$ cat config.mk
export PLATFORM = sky130hd
export DESIGN_NAME = reg32_rdport16
export DESIGN_NICKNAME = d
export VERILOG_FILES = /design/src/rtl/reg32_rdport16.sv
export SDC_FILE = /design/constraint.sdc
export NUM_CORES = 1
export LEC_CHECK = 0
export BUFFER_PORTS_ARGS = -buffer_cell sky130_fd_sc_hd__buf_2
export CORE_MARGIN = 2
export CORE_UTILIZATION = 46
export CTS_CLUSTER_SIZE = 24
export DETAILED_ROUTE_END_ITERATION = 6
export PLACE_DENSITY_LB_ADDON = 0.08
export SLEW_MARGIN = 20
export SYNTH_ARGS = -nofsm -noshare
export SYNTH_HDL_FRONTEND = slang
export SYNTH_SLANG_ARGS = --single-unit
export TNS_END_PERCENT = 1
$ cat constraint.sdc
create_clock -name clk -period 1.33 [get_ports clk]
set_input_delay 0.266 -clock clk [delete_from_list [all_inputs] [get_ports clk]]
set_output_delay 0.266 -clock clk [all_outputs]
set_load 0.02 [all_outputs]
$ cat src/rtl/reg32_rdport16.sv
// reg32_rdport16: coherent multi-beat readback of a wide holding register.
// Snapshots the register on request acceptance and streams it out as BEAT_W-bit
// beats over a valid/ready path, so a load during the transfer cannot tear it.
//
// Ports:
//   clk, rst            clock, synchronous active-high reset
//   reg_q               live register value
//   reg_d, reg_ld       register load data / strobe (used with LD_BYPASS_EN)
//   rd_req              read request level, sampled only while idle
//   rd_gnt              1-cycle pulse, snapshot taken on the preceding edge
//   busy                transfer in progress
//   dout, dout_vld      beat data / valid
//   dout_rdy            consumer ready
//   rd_done             1-cycle pulse after the final beat handshake
//
// Optional feature: define LD_BYPASS_EN so that a load coinciding with the
// capture edge snapshots reg_d (the post-load value) instead of reg_q.
module reg32_rdport16 #(
    parameter int WORD_W   = 32,
    parameter int BEAT_W   = 16,
    parameter bit HI_FIRST = 1'b1
) (
    input  logic              clk,
    input  logic              rst,
    input  logic [WORD_W-1:0] reg_q,
    input  logic [WORD_W-1:0] reg_d,
    input  logic              reg_ld,
    input  logic              rd_req,
    output logic              rd_gnt,
    output logic              busy,
    output logic [BEAT_W-1:0] dout,
    output logic              dout_vld,
    input  logic              dout_rdy,
    output logic              rd_done
);

    localparam int NBEAT = WORD_W / BEAT_W;
    localparam int CNT_W = (NBEAT > 1) ? $clog2(NBEAT) : 1;
    localparam logic [CNT_W-1:0] LAST = CNT_W'(NBEAT - 1);

    typedef enum logic {
        IDLE,
        BEAT
    } state_t;

    state_t state;
    state_t state_nx;

    logic [NBEAT-1:0][BEAT_W-1:0] snap;
    logic [CNT_W-1:0]             cnt;
    logic [CNT_W-1:0]             sel;
    logic [WORD_W-1:0]            cap_word;
    logic                         capture;
    logic                         adv;
    logic                         fin;

`ifdef LD_BYPASS_EN
    assign cap_word = reg_ld ? reg_d : reg_q;
`else
    logic unused_ld;
    assign unused_ld = ^{reg_d, reg_ld};
    assign cap_word  = reg_q;
`endif

    always_comb begin
        state_nx = state;
        capture  = 1'b0;
        adv      = 1'b0;
        fin      = 1'b0;
        busy     = 1'b0;
        dout_vld = 1'b0;
        unique case (state)
            IDLE: begin
                if (rd_req) begin
                    capture  = 1'b1;
                    state_nx = BEAT;
                end
            end
            BEAT: begin
                busy     = 1'b1;
                dout_vld = 1'b1;
                if (dout_rdy) begin
                    if (cnt == LAST) begin
                        fin      = 1'b1;
                        state_nx = IDLE;
                    end else begin
                        adv = 1'b1;
                    end
                end
            end
            default: state_nx = IDLE;
        endcase
    end

    always_ff @(posedge clk) begin
        if (rst) begin
            state <= IDLE;
        end else begin
            state <= state_nx;
        end
    end

    // The counter is left on the last beat after a transfer so that dout
    // keeps showing the final beat while idle.
    always_ff @(posedge clk) begin
        if (rst) begin
            snap    <= '0;
            cnt     <= '0;
            rd_gnt  <= 1'b0;
            rd_done <= 1'b0;
        end else begin
            rd_gnt  <= capture;
            rd_done <= fin;
            if (capture) begin
                snap <= cap_word;
                cnt  <= '0;
            end else if (adv) begin
                cnt <= cnt + 1'b1;
            end
        end
    end

    // Beat index NBEAT-1 of snap is the most significant slice.
    assign sel  = HI_FIRST ? (LAST - cnt) : cnt;
    assign dout = snap[sel];

endmodule
# Yosys cells after proc, flatten, opt, wreduce, memory -nomap -nowiden
# Index checks and enable logic that the tools add are counted.
# op_classes
n_addsub	2
n_mul	0
n_div	0
magnitude_cmp	1
eq_ne	0
shift	0
muxes	11
bitwise	2
n_reduce_logical	2
# ops
op	count
two-way mux 16 bit	2
two-way mux 1 bit	8
OR reduction 3 bit	1
< comparator 1 x 2 -> 1 bit, second input constant	1
NOT 1 bit	2
one-hot mux 1 bit (2 select lines)	1
OR reduction 2 bit	1
adder 1 bit, second input constant	1
subtractor 1 bit, first input constant	1
# word_totals
ff_bits	36
latch_bits	0
mem_bits_rw	0
rom_bits	0
out_inout_bits	20
memories	0

# Longest topological paths before layout
# Gate-level depths: netlist of the first run.
# logic_depth
depth_word	3
mapped_depth	4
mapped_depth_nobuf	2

# Worst setup path before layout of the first run
# Ideal clock, no wire load.
# synth_path
path_type	reg2out
from	reg cnt
to	out dout[0]
arrival_ps	1031
t_required_ps	1064
setup_slack_ps	33
stages_incl_launch_ff	4
path_buffers	2
path_cell_list	dfxtp_1 > buf_2 > buf_6 > mux2_1
# synth_between
elab_chain_len	3
# synth_lines
element	line_no	source
from (decl)	50	logic [CNT_W-1:0] cnt;
from (signal assigned)	118	cnt <= cnt + 1'b1;
subtractor 1 bit	124	assign sel = HI_FIRST ? (LAST - cnt) : cnt;
two-way mux 16 bit (implied by the code) (2 in series)	125	assign dout = snap[sel];
to (decl)	31	output logic [BEAT_W-1:0] dout,
# No other way between the ends. The select of a mux whose other input is x is not followed.

# Worst setup path after layout of the first run
# layout_path
from	reg cnt
to	out dout[6]
# The elaborated chain is that of the path after synthesis.

==> results of run 1 <==
-- placed cells by master (no fill, tap or decap) --
master / n
sky130_fd_sc_hd__nand2b_1: 33
sky130_fd_sc_hd__buf_12: 4
sky130_fd_sc_hd__dfxtp_2: 2
sky130_fd_sc_hd__o21ai_1: 3
sky130_fd_sc_hd__clkinv_2: 2
sky130_fd_sc_hd__o21ai_2: 29
sky130_fd_sc_hd__and2b_4: 1
sky130_fd_sc_hd__mux2_2: 7
sky130_fd_sc_hd__nor2_1: 2
sky130_fd_sc_hd__buf_4: 9
sky130_fd_sc_hd__buf_2: 50
sky130_fd_sc_hd__a311oi_1: 1
sky130_fd_sc_hd__nand4bb_1: 32
sky130_fd_sc_hd__mux2_1: 7
sky130_fd_sc_hd__nor2b_1: 1
sky130_fd_sc_hd__o22ai_2: 1
sky130_fd_sc_hd__buf_6: 1
sky130_fd_sc_hd__nand2_1: 1
sky130_fd_sc_hd__clkbuf_8: 6
sky130_fd_sc_hd__dfxtp_1: 34
sky130_fd_sc_hd__mux2_4: 2
-- Yosys cell counts, drive strengths merged --
cell type / count / area, sq um
nor2b: 1 / 6.26
clkbuf: 10 / 37.5
a311oi: 1 / 8.76
dfxtp: 36 / 721
and2b: 1 / 10.0
nand2b: 33 / 206
mux2: 16 / 180
buf: 9 / 75.1
nor2: 2 / 7.51
o22ai: 1 / 12.5
o21ai: 32 / 269
nand2: 1 / 3.75
nand4bb: 32 / 360
-- power by group --
| group | internal, mW | switching (mW) |
|---|---|---|
| Sequential | 1.14 | 0.0329 |
| Combinational | 0.247 | 0.249 |
| Clock | 0.413 | 0.375 |
-- registers in the layout, summed over array words and instances (netlist names) --
name / flops
cnt: 1
rd_done: 1
rd_gnt: 1
snap: 32
state: 1
-- worst max-delay path, stage by stage, from the launching register on --
cell and delay [ns]:
sky130_fd_sc_hd__dfxtp_2 0.34, sky130_fd_sc_hd__buf_12 0.16, sky130_fd_sc_hd__mux2_2 0.35, sky130_fd_sc_hd__buf_4 0.16
-- worst paths after layout --
path | startpoint | to | slack, ns
setup / recovery | cnt | dout[6] | -0.24
hold / removal | dout_rdy | state | 0.21
setup reg to reg | state | snap[3] | 0.33
hold reg to reg | snap[27] | snap[27] | 0.47
-- metrics by stage --
stage | total power, mW | setup WS, ns
finish | 2.46 | -0.237
global route | 2.58 | -0.279
CTS | 2.47 | -0.252
detailed placement | 1.68 | 0.0409
global placement | 1.66 | 0.0439
floorplan | 1.52 | 0.0330
-- what timing repair did --
| action | 4_1_cts | 5_1_grt |
|---|---|---|
| gates resized for setup | 2 | 8 |
| hold buffers | 0 | 0 |
| setup buffers | 1 | 0 |
| setup endpoints to repair | 16 | 18 |
-- layer usage --
metal  track usage, %  part of all wire, %
met1             23.0                   46
met2             32.3                   47
met3             6.25                  6.0
met4             4.50                 0.44
met5                0                    0
-- cell families (layout without fill, tap and decap cells) --
logic type | count (synthesis) | in the layout
AND/OR/NAND/NOR | 70 | 70
flip-flops | 36 | 36
AO/OA/AOI/OAI | 34 | 34
buffers and inverters | 19 | 72
multiplexers | 16 | 16
-- cell type report --
| type | count | area [sq um] | area share (%) |
|---|---|---|---|
| Multi-Input combinational cell | 120 | 1070 | 45.4 |
| Sequential cell | 36 | 723 | 30.6 |
| Timing Repair Buffer | 64 | 409 | 17.3 |
| Clock buffer | 6 | 82.6 | 3.50 |
| Tap cell | 50 | 62.6 | 2.65 |
| Clock inverter | 2 | 10.0 | 0.424 |
==> reports/qor.csv, run 1 <==
stage,metric,value,unit
setup_path,nature of the critical path endpoint,output port,
setup_path,critical path start-end classification,reg -> out,
cells_and_area,# nets final,296,
setup_path,CP Max Fanout,17,
logic_synthesis,post-synthesis cell type count,17,
sta,Pins Over Slew Limit,0,
hold_path,hold depth,2,
die,y dimension of the die,68.2,um
global_routing,vias in the first global route,1409,
place,Cells after DPL,269,
global_routing,number of antenna violations at the first check in global routing,0,
route,number of vias in the routed layout,1461,
logic_synthesis,adder-cell share of the synthesized area,0,%
global_routing,wire length of the first global-routing pass,6530,um
logic_synthesis,Synth Area in Simple Gates,31.3,%
place,gp weighted congestion,0.668,
die,die width,68.2,um
route,Routed Antenna Nets,0,
sta,post-layout min period,1.57,ns
sta,post-route clock skew,0.00619,ns
sta,Final Hold Violating Endpoints,0,
sta,PnR worst setup slack,-0.237,ns
cts,maximum clock path buffer count,2,
place,placed wire-length estimate after detailed placement,2710,um
die,Floorplan Core Area,3970,sq um
cts,clock sink count,36,
route,via-per-instance ratio,5.26,
setup_path,critical path data arrival time,1.30,ns
route,Initial DRT Pass Iterations,4,
run,maxcap violations,0,
power_and_ir_drop,Max rail drop VDD,576,uV
cts,CTS clock-pin slew for the worst setup and hold paths,0.07,ns
cells_and_area,area added between synthesis and finish,24.3,%
cts,clock tree from TritonCTS,yes,
hold_path,classification of the worst-slack hold path,in -> reg,
power_and_ir_drop,Pleak,0.966,nW
logic_synthesis,xor/xnor share of the synthesized area,0,%
sta,setup total negative slack,-3.49,ns
outcome,status,"finished, violations left",
route,DR iter-0 viols,66,
logic_synthesis,fraction of the yosys area taken by sequential cells,38.0,%
logic_synthesis,main combinational cell family by area after synthesis,simple AND/OR/NAND/NOR gates,
logic_synthesis,synthesized instance count,175,
cts,H-tree depth,2,
logic_synthesis,proportion of synthesized area in mux cells,9.49,%
cells_and_area,fraction of layout cells with a size suffix above 1,50.0,%
die,number of placement rows,23,
route,drt total wl,4120,um
place,standard cell area after detailed placement,2230,sq um
cells_and_area,final cell utilization of the core,59.4,%
sta,hold slack,0.215,ns
sta,Worst-Margin Slew,0.256,ns
sta,RSZ-0062 raised after global routing,yes,
setup_path,worst-case reg-to-reg path depth,3,
die,starting utilization of the core area,47.8,%
cells_and_area,post-layout instance area,2360,sq um
logic_synthesis,Synth Cell Area,1900,sq um
die,DIE AREA,4660,sq um
sta,highest achievable clock rate,0.638,GHz
power_and_ir_drop,power per cell area,1040,nW/um^2
cts,Inserted Clock Buffers,5,
place,number of port buffers,55,
die,Top-Level Pins,89,
logic_synthesis,syn_nets,244,
outcome,failing checks,negative setup slack,
sta,final worst path period share,118,%
cts,source-to-sink clock delay at the later pin of the worst-skew pair,0.28,ns
cells_and_area,ANT cells,0,
global_routing,largest net degree at the start of global routing,69,
cts,CTS root buf,sky130_fd_sc_hd__clkbuf_8,
logic_synthesis,Synthesis Warnings,0,
setup_path,Worst Setup Start Kind,flip-flop,
logic_synthesis,complex-gate fraction of the synthesized area,15.3,%
sta,total of endpoints with negative setup slack in the final report,16,
logic_synthesis,Avg Synthesized Cell Area,10.8,sq um
sta,slew margin rel.,82.8,%
global_routing,total congestion overflow,0,
logic_synthesis,count of state elements after synthesis,36,
route,average detailed-routed wire length per instance,14.8,um
cells_and_area,# fillers,358,
setup_path,"Data required, critical path",1.06,ns
route,detailed-route DRC error count,0,
global_routing,global-route total usage across every layer,18.9,%
cells_and_area,final non-filler cell total,278,
Power figures use the tool's default switching activity.
==> run 2, diff against run 1 <==
- SETUP_SLACK_MARGIN: unset -> 0.1
==> reports/qor.csv, run 2 (synthesis gave the netlist of run 1 again) <==
stage,metric,value,unit,change
place,Cells after DPL,268,,-0.37%
sta,highest achievable clock rate,0.643,GHz,+0.69%
place,DP Worst Slack,0.0398,ns,-0.00104 ns
sta,total of endpoints with negative setup slack in the final report,16,,unchanged
route,detailed-route DRC error count,0,,unchanged
cts,clock tree from TritonCTS,yes,,
die,starting utilization of the core area,47.8,%,unchanged
run,maxcap violations,0,,unchanged
global_routing,global-route total usage across every layer,18.9,%,-0.069 points
sta,slew margin rel.,82.2,%,-0.57 points
setup_path,critical path start-end classification,reg -> out,,
sta,RSZ-0062 raised after global routing,yes,,
cts,CTS root buf,sky130_fd_sc_hd__clkbuf_8,,
global_routing,number of antenna violations at the first check in global routing,0,,unchanged
cells_and_area,"flip-flop count of the largest register, all copies and words added",32,,unchanged
sta,Worst-Margin Slew,0.267,ns,+0.0103 ns
cells_and_area,sequential cell area,726,sq um,+0.35%
cells_and_area,ANT cells,0,,unchanged
cts,CTS clock-pin slew for the worst setup and hold paths,0.07,ns,about the same
cells_and_area,footprint of the multi-input gates,1120,sq um,+4.2%
cells_and_area,# nets final,298,,+0.68%
power_and_ir_drop,post-layout total power,2.55,mW,+3.8%
die,die width,68.2,um,unchanged
setup_path,"Data required, critical path",1.06,ns,about the same
setup_path,startpoint of the worst-slack reg-to-reg timing path,state,,
place,number of port buffers,55,,unchanged
setup_path,critical path data arrival time,1.29,ns,about the same
power_and_ir_drop,Max rail drop VDD,505,uV,-12%
power_and_ir_drop,power per cell area,997,nW/um^2,-4.4%
setup_path,worst-case reg-to-reg path depth,3,,unchanged
cts,"Hold-fix buffers, CTS",0,,unchanged
cells_and_area,"most common cell after layout, fill and taps aside",sky130_fd_sc_hd__buf_2,,
die,number of placement rows,23,,unchanged
place,gp weighted congestion,0.725,,+8.5%
sta,final worst path period share,117,%,-0.81 points
die,y dimension of the die,68.2,um,unchanged
global_routing,vias in the first global route,1492,,+5.9%
outcome,status,"finished, violations left",,
setup_path,Reg-to-Reg End,snap[1],,
outcome,failing checks,negative setup slack,,
cells_and_area,post-layout instance area,2560,sq um,+8.6%
route,average detailed-routed wire length per instance,15.6,um,+4.9%
die,DIE AREA,4660,sq um,unchanged
cts,clock sink count,36,,unchanged
route,drt total wl,4360,um,+5.7%
cts,source-to-sink clock delay at the later pin of the worst-skew pair,0.28,ns,about the same
cells_and_area,area added between synthesis and finish,35.0,%,
cells_and_area,"Most flops, register",snap,,
sta,PnR worst setup slack,-0.226,ns,+0.0107 ns
cts,maximum clock path buffer count,2,,unchanged
setup_path,nature of the critical path endpoint,output port,,
setup_path,capture point of the critical path,dout[5],,
hold_path,classification of the worst-slack hold path,in -> reg,,
sta,Pins Over Slew Limit,0,,unchanged
cts,H-tree depth,2,,unchanged
route,Routed Antenna Nets,0,,unchanged
setup_path,timing startpoint of the critical path,cnt,,
power_and_ir_drop,Pleak,1.02,nW,+5.6%
route,Initial DRT Pass Iterations,4,,unchanged
cts,Inserted Clock Buffers,5,,unchanged
route,number of vias in the routed layout,1489,,+1.9%
global_routing,largest net degree at the start of global routing,69,,unchanged
sta,Final Hold Violating Endpoints,0,,unchanged
cells_and_area,final cell utilization of the core,64.5,%,+5.1 points
cells_and_area,most frequent cells in the layout,"sky130_fd_sc_hd__buf_2, sky130_fd_sc_hd__dfxtp_1, sky130_fd_sc_hd__nand2b_1, sky130_fd_sc_hd__nand4bb_1, sky130_fd_sc_hd__o21ai_2",,
route,via-per-instance ratio,5.32,,+1.2%
die,Top-Level Pins,89,,unchanged
global_routing,wire length of the first global-routing pass,6490,um,-0.64%
cells_and_area,final non-filler cell total,280,,+0.72%
cells_and_area,fraction of layout cells with a size suffix above 1,52.6,%,+2.6 points
route,DR iter-0 viols,97,,+47%
die,Floorplan Core Area,3970,sq um,unchanged
place,placed wire-length estimate after detailed placement,2720,um,+0.31%
setup_path,CP Max Fanout,5,,-12
global_routing,total congestion overflow,0,,unchanged
place,standard cell area after detailed placement,2230,sq um,-0.34%
sta,post-layout min period,1.56,ns,-0.0107 ns
setup_path,R2R Setup Slk,0.20,ns,-0.13 ns
sta,post-route clock skew,0.00223,ns,-0.00395 ns
setup_path,Worst Setup Start Kind,flip-flop,,
cells_and_area,# fillers,323,,-9.8%
[run 2: stage by stage]
| stage | setup TNS (ns) | hold WS [ns] |
|---|---|---|
| 4_1_cts | -3.78 | 0.191 |
| 3_5_place_dp | 0 | 0.458 |
| 5_1_grt | -3.98 | 0.208 |
| 3_3_place_gp | 0 | 0.453 |
| 6_report | -3.39 | 0.202 |
| 2_1_floorplan | 0 | 0.384 |
[run 2: area by class of cell]
type	count	share of cell area (%)
multi-input combinational	120	43.6
sequential	36	28.3
clock buffer	8	3.52
tap	50	2.44
timing repair buffer	66	22.1
[run 2: critical path: stages, from the launching register on]
cell and delay, ns:
sky130_fd_sc_hd__dfxtp_4 0.40, sky130_fd_sc_hd__clkbuf_16 0.17, sky130_fd_sc_hd__mux2_4 0.30, sky130_fd_sc_hd__buf_6 0.13
[run 2: what timing repair did]
action / in CTS / in global routing
setup endpoints to repair: 18 / 18
gates resized for setup: 10 / 44
cloned: 0 / 3
setup buffers: 0 / 1
hold endpoints to repair: 0 / 0
pin swaps: 0 / 0
[run 2: worst min path at each step]
stage             start  slack (ns)  depth (start not counted)  endpoint
5_1_grt        dout_rdy        0.21                          2     state
3_5_place_dp   snap[28]        0.46                          2  snap[28]
3_3_place_gp   snap[30]        0.45                          2  snap[30]
4_1_cts        dout_rdy        0.19                          2     state
2_1_floorplan  dout_rdy        0.38                          1     state
6_report       dout_rdy        0.20                          2     state
[run 2: report_power, final]
group          internal (mW)  switching [mW]
clock                  0.422           0.364
combinational          0.323           0.263
sequential              1.14          0.0387
[run 2: per-layer routing]
layer  up-vias  global-route usage [%]  part of all wire, %
li1        749                       -                    -
met1       699                    21.7                   46
met2        34                    33.6                   49
met3         7                    4.28                  4.4
met4         0                    7.50                  1.3
met5         -                       0                    0
